===== config.mk =====
export PLATFORM = sky130hd
export DESIGN_NAME = apb_gpio_debounce
export DESIGN_NICKNAME = d
export VERILOG_FILES = /design/src/rtl/apb_gpio_debounce.sv
export SDC_FILE = /design/constraint.sdc
export NUM_CORES = 1
export LEC_CHECK = 0
export ABC_AREA = 1
export CAP_MARGIN = 15
export CORE_ASPECT_RATIO = 2
export CORE_MARGIN = 5
export CORE_UTILIZATION = 30
export CTS_BUF_LIST = sky130_fd_sc_hd__clkbuf_8
export DETAILED_ROUTE_END_ITERATION = 7
export HOLD_SLACK_MARGIN = 0.05
export PLACE_DENSITY = 0.45
export SLEW_MARGIN = 15
export SYNTH_ARGS = -nofsm -noshare
export SYNTH_HDL_FRONTEND = slang
export SYNTH_SLANG_ARGS = --single-unit

===== constraint.sdc =====
create_clock -name clk -period 2 [get_ports clk]
set_input_delay 0.5 -clock clk [delete_from_list [all_inputs] [get_ports clk]]
set_output_delay 0.5 -clock clk [all_outputs]
set_load 0.01 [all_outputs]

===== src/rtl/apb_gpio_debounce.sv =====
// APB3 GPIO slave: per-channel 2-flop synchroniser, debounce counter, edge-triggered maskable irq.
// Optional PWM dimming of gpio_out is compiled in with `define APB_GPIO_PWM_EN.
module apb_gpio_debounce #(
    parameter int GPIO_WIDTH      = 16,
    parameter int DEBOUNCE_CYCLES = 1000000,
    parameter int ADDR_WIDTH      = 32
) (
    input  logic                  clk,
    input  logic                  resetn,
    input  logic [ADDR_WIDTH-1:0] s_apb_paddr,
    input  logic                  s_apb_psel,
    input  logic                  s_apb_penable,
    input  logic                  s_apb_pwrite,
    input  logic [31:0]           s_apb_pwdata,
    output logic                  s_apb_pready,
    output logic [31:0]           s_apb_prdata,
    output logic                  s_apb_pslverror,
    input  logic [GPIO_WIDTH-1:0] gpio_in,
    output logic [GPIO_WIDTH-1:0] gpio_out,
    output logic                  irq
);

    localparam int CNT_W = $clog2(DEBOUNCE_CYCLES);
    localparam logic [CNT_W-1:0] CNT_MAX = CNT_W'(DEBOUNCE_CYCLES - 1);

    localparam logic [2:0] OFF_OUT    = 3'd0;
    localparam logic [2:0] OFF_IN     = 3'd1;
    localparam logic [2:0] OFF_IRQ_EN = 3'd2;
    localparam logic [2:0] OFF_STATUS = 3'd3;
    localparam logic [2:0] OFF_RISE   = 3'd4;
    localparam logic [2:0] OFF_FALL   = 3'd5;
`ifdef APB_GPIO_PWM_EN
    localparam logic [2:0] OFF_PWM    = 3'd6;
`endif

    logic [2:0]            word_sel;
    logic                  setup_ph;
    logic                  wr_commit;
    logic [GPIO_WIDTH-1:0] wdata_g;
    logic                  unused_bits;

    assign word_sel    = s_apb_paddr[4:2];
    assign setup_ph    = s_apb_psel & ~s_apb_penable;
    assign wr_commit   = s_apb_psel & s_apb_penable & s_apb_pwrite;
    assign wdata_g     = s_apb_pwdata[GPIO_WIDTH-1:0];
    assign unused_bits = ^{s_apb_paddr, s_apb_pwdata};

    logic [GPIO_WIDTH-1:0] out_reg;
    logic [GPIO_WIDTH-1:0] irq_en_reg;
    logic [GPIO_WIDTH-1:0] status_reg;
    logic [GPIO_WIDTH-1:0] status_next;
    logic [GPIO_WIDTH-1:0] rise_en_reg;
    logic [GPIO_WIDTH-1:0] fall_en_reg;
    logic [GPIO_WIDTH-1:0] stable_vec;
    logic [GPIO_WIDTH-1:0] stable_prev_reg;
    logic                  irq_reg;
    logic [31:0]           prdata_reg;
    logic [31:0]           rdata_next;
    logic                  pslverror_reg;
    logic                  err_next;

    // Per-channel synchroniser and debounce: stable only follows after
    // DEBOUNCE_CYCLES consecutive synchronised samples disagree with it.
    genvar gi;
    generate
        for (gi = 0; gi < GPIO_WIDTH; gi++) begin : g_ch
            logic             sync1_reg;
            logic             sync2_reg;
            logic             stable_reg;
            logic [CNT_W-1:0] cnt_reg;

            always_ff @(posedge clk or negedge resetn) begin
                if (!resetn) begin
                    sync1_reg  <= 1'b0;
                    sync2_reg  <= 1'b0;
                    stable_reg <= 1'b0;
                    cnt_reg    <= '0;
                end else begin
                    sync1_reg <= gpio_in[gi];
                    sync2_reg <= sync1_reg;
                    if (sync2_reg == stable_reg) begin
                        cnt_reg <= '0;
                    end else if (cnt_reg == CNT_MAX) begin
                        cnt_reg    <= '0;
                        stable_reg <= sync2_reg;
                    end else begin
                        cnt_reg <= cnt_reg + CNT_W'(1);
                    end
                end
            end

            assign stable_vec[gi] = stable_reg;
        end
    endgenerate

`ifdef APB_GPIO_PWM_EN
    logic [7:0]            pwm_duty_reg;
    logic                  pwm_bypass_reg;
    logic [7:0]            pwm_cnt_reg;
    logic [GPIO_WIDTH-1:0] pwm_out_reg;

    always_ff @(posedge clk or negedge resetn) begin
        if (!resetn) begin
            pwm_duty_reg   <= 8'd0;
            pwm_bypass_reg <= 1'b1;
            pwm_cnt_reg    <= 8'd0;
            pwm_out_reg    <= '0;
        end else begin
            pwm_cnt_reg <= pwm_cnt_reg + 8'd1;
            pwm_out_reg <= out_reg & {GPIO_WIDTH{pwm_cnt_reg < pwm_duty_reg}};
            if (wr_commit && word_sel == OFF_PWM) begin
                pwm_duty_reg   <= s_apb_pwdata[7:0];
                pwm_bypass_reg <= s_apb_pwdata[8];
            end
        end
    end

    // Duty 0 with bypass set hands the outputs straight to the OUT register.
    assign gpio_out = (pwm_duty_reg == 8'd0 && pwm_bypass_reg) ? out_reg : pwm_out_reg;
`else
    assign gpio_out = out_reg;
`endif

    // Edge events set status; a same-cycle W1C loses to a new event.
    always_comb begin
        logic [GPIO_WIDTH-1:0] rise_evt;
        logic [GPIO_WIDTH-1:0] fall_evt;
        logic [GPIO_WIDTH-1:0] w1c_mask;
        rise_evt = stable_vec & ~stable_prev_reg;
        fall_evt = ~stable_vec & stable_prev_reg;
        w1c_mask = '0;
        if (wr_commit && word_sel == OFF_STATUS) begin
            w1c_mask = wdata_g;
        end
        status_next = (status_reg & ~w1c_mask)
                    | (rise_evt & rise_en_reg)
                    | (fall_evt & fall_en_reg);
    end

    always_comb begin
        rdata_next = 32'd0;
        err_next   = 1'b0;
        case (word_sel)
            OFF_OUT:    rdata_next = 32'(out_reg);
            OFF_IN:     rdata_next = 32'(stable_vec);
            OFF_IRQ_EN: rdata_next = 32'(irq_en_reg);
            OFF_STATUS: rdata_next = 32'(status_reg);
            OFF_RISE:   rdata_next = 32'(rise_en_reg);
            OFF_FALL:   rdata_next = 32'(fall_en_reg);
`ifdef APB_GPIO_PWM_EN
            OFF_PWM:    rdata_next = 32'({pwm_bypass_reg, pwm_duty_reg});
`endif
            default:    err_next = 1'b1;
        endcase
    end

    always_ff @(posedge clk or negedge resetn) begin
        if (!resetn) begin
            out_reg         <= '0;
            irq_en_reg      <= '0;
            status_reg      <= '0;
            rise_en_reg     <= '0;
            fall_en_reg     <= '0;
            stable_prev_reg <= '0;
            irq_reg         <= 1'b0;
            prdata_reg      <= 32'd0;
            pslverror_reg   <= 1'b0;
        end else begin
            status_reg      <= status_next;
            stable_prev_reg <= stable_vec;
            irq_reg         <= |(status_reg & irq_en_reg);
            // Response is captured in setup and held through the access phase.
            if (setup_ph) begin
                prdata_reg    <= rdata_next;
                pslverror_reg <= err_next;
            end
            if (wr_commit) begin
                case (word_sel)
                    OFF_OUT:    out_reg     <= wdata_g;
                    OFF_IRQ_EN: irq_en_reg  <= wdata_g;
                    OFF_RISE:   rise_en_reg <= wdata_g;
                    OFF_FALL:   fall_en_reg <= wdata_g;
                    default:    ;
                endcase
            end
        end
    end

    assign s_apb_pready    = s_apb_psel & s_apb_penable;
    assign s_apb_prdata    = prdata_reg;
    assign s_apb_pslverror = pslverror_reg;
    assign irq             = irq_reg;

endmodule


# ---- After elaboration in Yosys (flattened, before gate mapping)
# Cells that the tools add are included.
dict set report op_classes {
  addsub 16
  n_eq_ne 37
  n_mux 35
  bitwise_logic 31
  reduce_logical 24
}
# operator count
set op_table {}
lappend op_table {{20-bit 2-to-1 mux} 32}
lappend op_table {{20-bit by 1-bit adder with 20-bit output (second input constant)} 16}
lappend op_table {{20-bit == test (second input constant)} 16}
lappend op_table {{16-bit AND} 6}
lappend op_table {{16-bit case mux with 6 select lines} 1}
lappend op_table {{16-bit inverter} 3}
lappend op_table {{2-bit AND reduction} 20}
lappend op_table {{16-bit bitwise OR} 2}
lappend op_table {{1-bit inverter} 17}
lappend op_table {{1-bit == test} 16}
lappend op_table {{16-bit 2-to-1 mux} 1}
lappend op_table {{16-bit OR reduction} 1}
lappend op_table {{3-bit by 2-bit == test with 1-bit output (second input constant)} 2}
lappend op_table {{3-bit == test (second input constant)} 2}
lappend op_table {{6-bit OR reduction} 1}
lappend op_table {{1-bit AND} 3}
lappend op_table {{3-bit by 1-bit == test with 1-bit output (second input constant)} 1}
lappend op_table {{3-bit zero test} 1}
lappend op_table {{1-bit logical AND} 1}
lappend op_table {{1-bit 2-to-1 mux} 1}
dict set report word_totals {
  register_bits 498
  input_bits 85
  output_inout_bits 51
  elab_cells 216
}

# ---- Depth between registers and ports, before layout
dict set report depth {
  ltp_word 8
  mapped_depth 9
}

# ---- Worst setup path after synthesis
# OpenSTA, ideal clock, no wires.
dict set report synth_timing {
  path_kind {register to register}
  start {register g_ch[15].cnt_reg[0]}
  end {register g_ch[15].cnt_reg[9]}
  setup_time_ps 118
  arrival_ps 1304
  required_time_ps 1882
  path_slack_ps 578
  stages_incl_launch_ff 9
  n_path_buf 0
  synth_period_minus_slack_ps 1422
  cell_sequence {dfrtp_1 ha_1 nand2_1 nor2_1 nand2_1 nor2_1 a21oi_4 inv_2 nor2_1}
}
dict set report synth_between {
  elab_chain_cells 3
  word_cells_on_any_way 4
  cone_classes {add/sub (1); eq/ne (1); mux (2)}
}
# element line_no
set synth_rtl {}
lappend synth_rtl {{start, declared} 70} ;# logic [CNT_W-1:0] cnt_reg;
lappend synth_rtl {{start signal, assigned} 87} ;# cnt_reg <= cnt_reg + CNT_W'(1);
lappend synth_rtl {{20-bit by 1-bit adder with 20-bit output / 20-bit == test (equally long branches)} {87, 83}}
lappend synth_rtl {{20-bit 2-to-1 mux (*)} 83} ;# end else if (cnt_reg == CNT_MAX) begin
lappend synth_rtl {{20-bit 2-to-1 mux (*)} 81} ;# if (sync2_reg == stable_reg) begin
# Every way passes the cells marked *; elsewhere a longest branch is shown, timed or not.
# A chain may end at the register's enable or synchronous reset.

# ---- Worst setup path after layout
dict set report layout_timing {
  start {register prdata_reg[15], in the netlist s_apb_prdata[15]}
  end {output port s_apb_prdata[15]}
}
# element line_no
set layout_rtl {}
lappend layout_rtl {{start, declared} 57} ;# logic [31:0] prdata_reg;
lappend layout_rtl {{start signal, assigned} 174} ;# prdata_reg <= rdata_next;
lappend layout_rtl {{end, declared} 16} ;# output logic [31:0] s_apb_prdata,
# No word-level cell between the ends.

==> qor.txt <==
NumNets Final - 3,531
Clock Latency Late Sink - 0.70 ns
CP max stage delay - 0.43 ns
critical path's top delay family - flip-flops
Synth top area share - 49.32%
static leakage - 12.64 nW
DR vias - 20,657
die width - 211.9 um
clock sink count - 482
clk slew on worst S/H paths - 0.07 ns
HP Class - input port to register
Routed Antenna Nets - 0
Max Cap Viol - 0
CTS H-Tree Depth - 3
total grt overflow - 0
Post-DP HPWL - 52,840 um
largest net degree at the start of global routing - 60
Avg Cell Area, Syn - 7.669 um2
Worst Skew - 0.01848 ns
All-Layer GR Usage - 16.16%
Yosys top cell by area - dfrtp_1
Yosys reg bits - 482
WP data arrival - 1.40 ns
clock tree root buffer cell - clkbuf_8
crit path time final - 1.895 ns
core area - 81,110 um2
Final Setup Violations - 0
crit-path cells - clkdlybuf4s15_2
transition time of the tightest slew-check pin - 0.5221 ns
Startpoint Class - register
Routed WL per cell - 15.36 um
port bufs - 74
Vias per Instance - 4.552
synth-to-layout area growth - 18.79%
total routed wirelength - 69,690 um
drt pass-1 iters - 5
# fillers - 8,683
initial antenna violation count - 5
Fin Hold WS - 0.2303 ns
fraction of layout cells with a size suffix above 1 - 8.603%
die footprint - 87,680 um2
final worst path period share - 94.76%
fin area - 29,050 um2
CTS tree - done
most common cell after layout, fill and taps aside - nor2_1
Residual DRC - 0
Die Y - 413.8 um
RSZ-0062 raised after global routing - no
most frequent cells in the layout - 835 x nor2_1, 602 x nand2_1, 475 x dfrtp_1
CTS Buffer Depth - 3
Buf+Inv Stages, Crit Path - 1
TritonCTS buffer count - 78
1st-iter DRT viols - 794
Critical Path Sink Type - output port
Crit-path slowest cell - dfrtp_1
max reg flops - 320
first-pass GRT wire length - 112,800 um
post-synthesis sequential area ratio - 49.32%
Synth area leaders - dfrtp_1 49%, nor2_1 13%, nand2_1 9.2%
Hold Vio Cnt, Final - 0
Slew Viols, Final - 0
Cells after Synth - 3,189
relative slew slack - 64.92%
Worst Setup Path Type - register to output port
Starting Density - 30.15%
crit-path max FO - 2
I/O pin total - 136
vias in the first global route - 21,647
PwrDens - 747.7 nW/um2
DP Area - 27,390 um2
routability congestion estimate - 0.8726
synth warn - 0
Peak supply drop - 448.2 uV
status - completed
# rows - 148
post-synth cell types - 34
CP Data Required Time - 1.50 ns
fmax - 527.7 MHz
Synth Cell Area - 24,460 um2
through the flow:
step,total power [mW],worst slack [ns],utilization [%],TNS [ns],std cells
floorplan,11.63,0.5778,-,0,3204
global placement,12.86,-0.1721,33.77,-5.137,4389
detailed placement,12.87,-0.1667,33.77,-6.242,4389
CTS,22.32,0.001811,35.82,0,4537
global route,22.95,0.0006980,35.82,0,4538
finish,21.72,0.1048,35.82,0,4538
cell families (layout without fill, tap and decap cells):
family,Yosys count,in the layout,synth area share (%)
and+or+nand+nor,1901,1901,32.27
xor gates and xnor gates,180,180,6.446
AOI/OAI and AO/OA,226,226,4.829
other,1,17,0.01533
DFF,482,482,49.32
buffers and inverters,383,666,6.303
adders and majority gates,16,16,0.8185
area by class of cell:
cell class	instances	area, um2	area share, %
sequential	482	12070	41.55
inverter	331	1242	4.276
clock inverter	37	247.7	0.8527
antenna	1	2.502	0.008613
timing repair buffer	198	1882	6.477
tap	1050	1314	4.522
multi-input combinational	2339	10920	37.58
clock buffer	100	1376	4.737
synth_stat cells:
library cell and number:
nor2_1 836, nand2_1 602, dfrtp_1 482, nand3_1 326
inv_1 324, o21ai_0 127, xor2_1 118, a21oi_1 76
xnor2_1 62, nand4_1 43, nor3_1 43, buf_4 21
buf_2 20, ha_1 16, and2_1 14, o22ai_1 12
clkbuf_1 11, nor2_2 11, nor3b_1 9, inv_2 6
nand3b_1 6, nand3_2 5, o21a_1 4, nand2_2 2
nor2_4 2, nor3b_2 2, o21bai_1 2, a21oi_4 1
clkinv_1 1, conb_1 1, o211ai_1 1, o21ai_1 1
o221ai_1 1, o31ai_1 1
worst paths after layout:
path / startpoint / endpoint / slack (ns) / cells past startpoint
max: s_apb_prdata[15]$_DFFE_PN0P_ / s_apb_prdata[15] / 0.10 / 1
min: gpio_in[8] / g_ch[8].sync1_reg$_DFF_PN0_ / 0.23 / 1
max reg2reg: g_ch[15].cnt_reg[0]$_DFF_PN0_ / g_ch[15].cnt_reg[9]$_DFF_PN0_ / 0.30 / 8
min reg2reg: g_ch[12].sync1_reg$_DFF_PN0_ / g_ch[12].sync2_reg$_DFF_PN0_ / 0.35 / 0
max in group asynchronous: resetn / g_ch[3].cnt_reg[10]$_DFF_PN0_ / 1.02 / 4
min in group asynchronous: resetn / g_ch[13].cnt_reg[2]$_DFF_PN0_ / 0.25 / 2
per-layer routing:
metal  global-route usage [%]  vias to the layer above  wire length [um]
li1                         -                    10529                 -
met1                    16.98                     9649             26890
met2                    31.03                      326             37510
met3                    3.038                      153              2593
met4                    6.680                        0              2701
met5                        0                        -                 0
report_power, final:
part	switching, mW	internal, mW
clock network	4.24	4.87
registers	0.396	10.3
logic	1.17	0.766
what timing repair did:
action	in CTS	in global routing
hold buffers	1	0
endpoints found under the setup margin	35	0
gates resized for setup	107	0
hold endpoints to repair	311	0
setup buffers	10	0
No activity file was read; power rests on OpenSTA's default activity.
